<file path="src/rtl/ins2sp_pkg.sv">
// ins2sp_pkg
// Shared definitions for the instruction-to-SP datapath (divider and
// sequential multiply-add unit).
//   INS2SP_WIDTH : default operand width used by both arithmetic units
//   state_e      : control states of the sequential multiply-add unit
package ins2sp_pkg;

  localparam int INS2SP_WIDTH = 32;

  typedef enum logic [1:0] {
    IDLE = 2'd0,
    RUN  = 2'd1,
    DONE = 2'd2
  } state_e;

endpackage : ins2sp_pkg

</file>
<file path="src/rtl/seq_muladd.sv">
// seq_muladd
// Sequential unsigned multiply-add: product = a * b + c, computed with a
// radix-2 shift-add loop that retires one multiplier bit per clock. Feeding
// it (quotient, divisor, remainder) from the ins2sp divider rebuilds the
// dividend. Latency is always WIDTH cycles from acceptance to out_valid.
//
// Ports
//   clk       : rising-edge clock
//   rst_n     : asynchronous active-low reset
//   in_valid  : a, b, c are valid
//   in_ready  : unit accepts operands (IDLE only)
//   a         : multiplier, WIDTH bits, unsigned
//   b         : multiplicand, WIDTH bits, unsigned
//   c         : addend, WIDTH bits, unsigned (zero-extended)
//   out_valid : product holds a completed result (DONE)
//   out_ready : consumer takes the result
//   product   : a*b + c, 2*WIDTH bits; only meaningful while out_valid=1
module seq_muladd
  import ins2sp_pkg::*;
#(
  parameter int WIDTH = INS2SP_WIDTH
) (
  input  logic                 clk,
  input  logic                 rst_n,
  input  logic                 in_valid,
  output logic                 in_ready,
  input  logic [WIDTH-1:0]     a,
  input  logic [WIDTH-1:0]     b,
  input  logic [WIDTH-1:0]     c,
  output logic                 out_valid,
  input  logic                 out_ready,
  output logic [2*WIDTH-1:0]   product
);

  localparam int CW = (WIDTH > 1) ? $clog2(WIDTH) : 1;
  localparam logic [CW-1:0] CNT_LAST = CW'(WIDTH - 1);

  state_e             state;
  state_e             state_d;
  logic [WIDTH-1:0]   mplr;
  logic [2*WIDTH-1:0] mcand;
  logic [2*WIDTH-1:0] acc;
  logic [CW-1:0]      cnt;

  // Next-state logic. The loop never terminates early: exactly WIDTH RUN
  // cycles, so the latency does not depend on operand values.
  always_comb begin
    // NOTE: default first so every path assigns state_d and no latch is inferred.
    state_d = state;
    unique case (state)
      IDLE:    if (in_valid)         state_d = RUN;
      RUN:     if (cnt == CNT_LAST)  state_d = DONE;
      DONE:    if (out_ready)        state_d = IDLE;
      default:                       state_d = IDLE;
    endcase
  end

  // State register plus shift-add datapath. The accumulator cannot overflow:
  // the largest result is 2^(2W) - 2^W, so no carry out exists.
  always_ff @(posedge clk or negedge rst_n) begin
    // NOTE: datapath registers are reset too, because product must read 0
    // immediately on reset; everything here uses <= so all reads see the
    // pre-edge values.
    if (!rst_n) begin
      state <= IDLE;
      mplr  <= '0;
      mcand <= '0;
      acc   <= '0;
      cnt   <= '0;
    end else begin
      state <= state_d;
      unique case (state)
        IDLE: begin
          if (in_valid) begin
            mplr  <= a;
            mcand <= {{WIDTH{1'b0}}, b};
            acc   <= {{WIDTH{1'b0}}, c};
            cnt   <= '0;
          end
        end
        RUN: begin
          if (mplr[0]) acc <= acc + mcand;
          mcand <= mcand << 1;
          mplr  <= mplr >> 1;
          cnt   <= cnt + CW'(1);
        end
        default: ;  // DONE: hold result until the consumer takes it
      endcase
    end
  end

  // Handshake outputs decode the state register only (no input-to-output path).
  assign in_ready  = (state == IDLE);
  assign out_valid = (state == DONE);
  assign product   = acc;

endmodule : seq_muladd
</file>
<file path="config.mk">
export PLATFORM = sky130hd
export DESIGN_NAME = seq_muladd
export DESIGN_NICKNAME = d
export VERILOG_FILES = /design/src/rtl/ins2sp_pkg.sv /design/src/rtl/seq_muladd.sv
export SDC_FILE = /design/constraint.sdc
export NUM_CORES = 1
export LEC_CHECK = 0
export CAP_MARGIN = 20
export CORE_MARGIN = 2
export CORE_UTILIZATION = 50
export DETAILED_ROUTE_END_ITERATION = 16
export GPL_ROUTABILITY_DRIVEN = 0
export PLACE_DENSITY = 0.81
export SETUP_SLACK_MARGIN = 0.1
export SLEW_MARGIN = 30
export SYNTH_ARGS = -nofsm -noshare
export SYNTH_HDL_FRONTEND = slang
export SYNTH_SLANG_ARGS = --single-unit
</file>
<file path="constraint.sdc">
create_clock -name clk -period 3.2 [get_ports clk]
set_clock_uncertainty 0.05 [all_clocks]
set_input_delay 0.64 -clock clk [delete_from_list [all_inputs] [get_ports clk]]
set_output_delay 0.64 -clock clk [all_outputs]
set_load 0.01 [all_outputs]
</file>
# == Yosys cells after proc, flatten, opt, wreduce, memory -nomap -nowiden ==
# Cells that the tools add are included.
# totals
regBits,167
latch_bits,0
ramBits,0
mem_bits_ro,0
in_bits,100
out_inout_bits,66
n_memories,0
# op_classes
n_addsub,2
n_mul,0
div_mod_pow,0
order_cmp,0
eq_ne,7
shift,0
n_mux,13
n_bitwise,0
n_reduce_logical,5
# ops
cell,count
$pmux 64 s2,2
$mux 64,3
$add 64x64->64,1
$pmux 32 s2,1
$mux 32,1
$pmux 5 s2,1
$mux 2,3
$ne 2x2->1 const B,3
$pmux 2 s3,1
$reduce_and 3->1,2
$add 5x1->5 const B,1
$eq 5x5->1 const B,1
$mux 5,1
$eq 2x1->1 const B,1
$eq 2x2->1 const B,1
$logic_not 2->1,1
$ne 2x1->1 const B,1
$reduce_and 2->1,1
$reduce_bool 2->1,1

# == Depth between registers and ports, before layout ==
# logic_depth
word_depth,3
mapped_depth,12
mapped_depth_nobuf,12

# == Worst setup path before layout ==
# No wires, ideal clock.
# synth_path
path_kind,reg-to-reg
startpoint,reg acc[0] (netlist: product[0])
endpoint,reg acc[54] (netlist: product[54])
setup_time_ns,0.135
arrival_time_ns,2.964
required_ns,3.015
path_slack_ns,0.051
stages_incl_launch_ff,12
path_buffers,0
period_less_slack_ns,3.149
cell_sequence,dfrtp_1 > ha_1 > fa_1 > a21o_1 > a221oi_1 > o21ai_1 > a31oi_1 > o41ai_2 > a32o_1 > a31o_2 > xnor2_1 > o21ai_0
# synth_between
elab_chain_len,3
# synth_lines
item,line,source
start: declaration,seq_muladd.sv:42,logic [2*WIDTH-1:0] acc;
start signal: assignment,seq_muladd.sv:77,"acc <= {{WIDTH{1'b0}}, c};"
start signal: assignment,seq_muladd.sv:82,if (mplr[0]) acc <= acc + mcand;
$add 64x64->64,seq_muladd.sv:82,
$mux 64,seq_muladd.sv:82,
$pmux 64 s2,seq_muladd.sv:72,unique case (state)
# No other way between the ends. The select of a mux whose other input is x is not followed.
# A chain may end at the register's enable or synchronous reset.

# == Worst setup path after layout ==
# Same ends and word-level chain as after synthesis.

==> Flow_metrics.wiki <==
{| class="wikitable"
! Metric !! Value
|-
| Run status || completed
|-
| Data required, critical path || between 3 and 4 ns
|-
| Clock buffer count from CTS || 17
|-
| Half-perimeter wire length after placement || ~23 mm
|-
| Post-synth EDFFs || 0
|-
| Via count normalized by instance count || 6.227
|-
| Die width || around 150 um
|-
| Type of the worst setup path || reg2reg
|-
| RSZ-0062 raised after global routing || true
|-
| Largest driver fanout on the critical path || 5
|-
| Maximum number of pins on one net before global-route repair || between 100 and 150
|-
| Yosys Warn Count || 0
|-
| Aggregate global routing overflow || 0
|-
| Tightest Hold Check Type || in2async
|-
| Die height || 152.4 um
|-
| IO Count || between 150 and 200
|-
| Clock net sink count || about 170
|-
| Critical Path Sink Type || flop
|-
| FF-to-FF path depth || 12
|-
| Commonest register cell after synthesis || sky130_fd_sc_hd__dfrtp_1
|-
| Pins over their slew limit || 0
|-
| Antenna violations before repair || 4
|-
| # H-tree levels || 4
|-
| Pre-antenna DRT Iters || 6
|-
| Non-filler cells, final || between 1500 and 2000
|-
| Setup slack at placement || -0.1135 ns
|-
| Setup TNS Final || 0 ns
|-
| Total DRC errors in the routed layout || 0
|-
| ANT nets after route || 0
|-
| Critical path origin || product[0]
|-
| Overall via count from detail_route || between 10000 and 15000
|-
| Unique masters post-synth || 55
|-
| Leakage || between 6 and 7 nW
|-
| Standard cell core area || roughly 22000 um^2
|-
| Worst Max-Slew Pin Slew || approximately 0.66 ns
|-
| Final layout net count || 1607
|-
| Worst Path Arrival || approximately 3.5 ns
|-
| Number of port buffers || between 150 and 200
|-
| Share of async-settable or async-resettable flops after synthesis || 100.0%
|-
| End of the worst register-to-register path || product[54]
|-
| First-iteration detailed-routing DRC count || approximately 930
|-
| Clock Path Buffers || 2
|-
| R2R setup slack || approximately 0.016 ns
|-
| # rows || between 50 and 60
|-
| Synthesized flop and latch total || ~170
|-
| Finish-stage setup viols || 0
|-
| Sequential-to-total area share from yosys stat || a little under two fifths
|-
| Root Buffer Master || sky130_fd_sc_hd__clkbuf_16
|-
| Insertion delay to the later sink of the worst-skew pair || about 0.44 ns
|-
| First-pass GRT wire length || ~54 mm
|-
| Starting density of the core || 50.64%
|-
| Average routed wire per standard cell || 19.49 um
|-
| Final Hold Violating Endpoints || 0
|-
| Final Cycle Share || between 90% and 100%
|-
| Critical path launch point type || flop
|-
| Synth Area per Inst || a little under 9 um^2
|-
| Count of filler cells inserted in the layout || around 1700
|-
| Reg area || ~4200 um^2
|-
| Total track usage || around 28%
|-
| Area added between synthesis and finish || 30.41%
|-
| Gate count of the mapped netlist || approximately 1300
|-
| Final critical delay including setup and external delays || around 3.2 ns
|-
| Max transition margin || 56.01%
|-
| Post-synth net total || 1436
|-
| Pwr per Cell Area || 995.5 nW/um^2
|-
| Final wirelength || 33.87 mm
|-
| Count of maximum capacitance violations || 0
|-
| TritonCTS clock tree || done
|-
| Cell Area, Synth || roughly 11000 um^2
|-
| Multi-input combinational cell area || 6910 um^2
|-
| Share of final-layout standard cells stronger than drive strength 1 || about an eighth
|-
| Final Worst Setup Slack || about 0.016 ns
|-
| Count of placed standard cells including taps || around 1700
|-
| Area of the die || between 20000 and 25000 um^2
|-
| Clock-pin slew of the registers on the worst-case setup and hold paths || 0.07 ns
|-
| Highest clock rate || roughly 310 MHz
|-
| Worst R2R Start || product[0]
|-
| Vias in the first global route || 10412
|-
| Peak ir drop on the vdd network || between 400 and 500 uV
|-
| Capturing instance or port of the critical path || product[54]
|}
## worst max-delay path, stage by stage, from the launching register on
cell and delay (ns):
sky130_fd_sc_hd__dfrtp_1 0.43, sky130_fd_sc_hd__ha_4 0.19, sky130_fd_sc_hd__fa_2 0.39, sky130_fd_sc_hd__a21o_1 0.21
sky130_fd_sc_hd__a221oi_4 0.31, sky130_fd_sc_hd__buf_4 0.18, sky130_fd_sc_hd__o21ai_2 0.08, sky130_fd_sc_hd__a31oi_4 0.26
sky130_fd_sc_hd__o41ai_4 0.13, sky130_fd_sc_hd__a32o_2 0.34, sky130_fd_sc_hd__a31o_4 0.26, sky130_fd_sc_hd__xnor2_2 0.12
sky130_fd_sc_hd__o21ai_0 0.14
## Yosys cell counts, drive strengths merged, types with 15 or more instances
master | n | share of area [%]
o21ai | 167 | 7.6
a22o | 39 | 3.1
ha | 65 | 7.4
and3 | 15 | 0.85
clkbuf | 84 | 2.9
a21o | 56 | 3.8
xnor2 | 27 | 2.1
a21oi | 156 | 7.1
xor2 | 33 | 2.6
a31oi | 15 | 0.85
nand2 | 109 | 3.7
nor2 | 55 | 1.9
dfrtp | 167 | 38
nand4 | 17 | 0.97
a22oi | 62 | 4.2
nor2b | 75 | 4.3
## metrics by stage
step	util (%)	hold WS (ns)	total power, W	instance area [um^2]
after floorplan	-	0.2944	0.008615	11020
after global placement	60.77	0.4343	0.01119	13220
after detailed placement	60.77	0.4465	0.01142	13220
after CTS	64.21	0.1598	0.01369	13970
after global routing	66.05	0.1745	0.01528	14370
final	66.05	0.1283	0.01430	14370
## cells by family after synthesis
kind of cell | after synthesis | share of synthesized area, %
buf+inv | 105 | 3.577
xor+xnor | 60 | 4.770
compound gates | 560 | 32.08
mux | 6 | 0.5451
flops | 167 | 37.93
simple gates | 306 | 13.54
fa+ha+maj | 66 | 7.563
## final cells by class
type	instances	area share (%)
clock buffers	17	2.961
repair buffers	244	15.88
diodes	4	0.06966
inverters	13	0.3396
clock inverters	15	1.106
multi-input cells	998	48.09
well taps	280	2.438
flip-flops and latches	167	29.11
## how the worst min path moves through the flow
stage | from | to | slack, ns | cells past startpoint
floorplan | rst_n | cnt[0] | 0.29 | 0
global placement | mplr[31] | mplr[31] | 0.43 | 2
detailed placement | mplr[31] | mplr[31] | 0.45 | 2
CTS | rst_n | product[13] | 0.16 | 1
global route | rst_n | product[13] | 0.17 | 1
finish | rst_n | product[13] | 0.13 | 1
## what timing repair did
item | CTS | global route
hold buffers | 0 | 0
setup endpoints to repair | 28 | 27
resized for setup | 25 | 62
buffers inserted | 3 | 13
pin swaps | 10 | 20
## power breakdown
| group | switching, W | internal (W) | leakage, nW |
|---|---|---|---|
| combinational | 0.00459 | 0.00376 | 4.09 |
| sequential | 0.000912 | 0.00297 | 2.17 |
| clock | 0.000974 | 0.00110 | 0.277 |
| total | 0.00648 | 0.00783 | 6.54 |
## registers in the layout, summed over array words and instances, names as in the netlist
register	cells
state	2
cnt	5
product	64
mcand	64
mplr	32
## cells in the final DEF (no fill, tap or decap), types with 11 or more instances in the layout
master                            instances
sky130_fd_sc_hd__dfrtp_1                164
sky130_fd_sc_hd__clkdlybuf4s50_1        163
sky130_fd_sc_hd__a21oi_1                145
sky130_fd_sc_hd__o21ai_0                142
sky130_fd_sc_hd__nand2_1                108
sky130_fd_sc_hd__buf_4                   75
sky130_fd_sc_hd__nor2b_1                 72
sky130_fd_sc_hd__a22oi_1                 62
sky130_fd_sc_hd__a21o_1                  55
sky130_fd_sc_hd__ha_1                    55
sky130_fd_sc_hd__nor2_1                  53
sky130_fd_sc_hd__a22o_1                  39
sky130_fd_sc_hd__xor2_1                  33
sky130_fd_sc_hd__xnor2_1                 25
sky130_fd_sc_hd__o21ai_1                 18
sky130_fd_sc_hd__nand4_1                 17
sky130_fd_sc_hd__clkbuf_16               17
sky130_fd_sc_hd__and3_1                  14
sky130_fd_sc_hd__inv_1                   13
sky130_fd_sc_hd__a21oi_2                 11
sky130_fd_sc_hd__o21bai_1                11
## per-layer routing
layer / global-route usage [%] / part of all wire, %
met1: 39.24 / 42
met2: 43.87 / 47
met3: 4.750 / 8.1
met4: 10.41 / 2.7
met5: 0 / 0
Note: power is estimated with default switching activity, not from simulation.
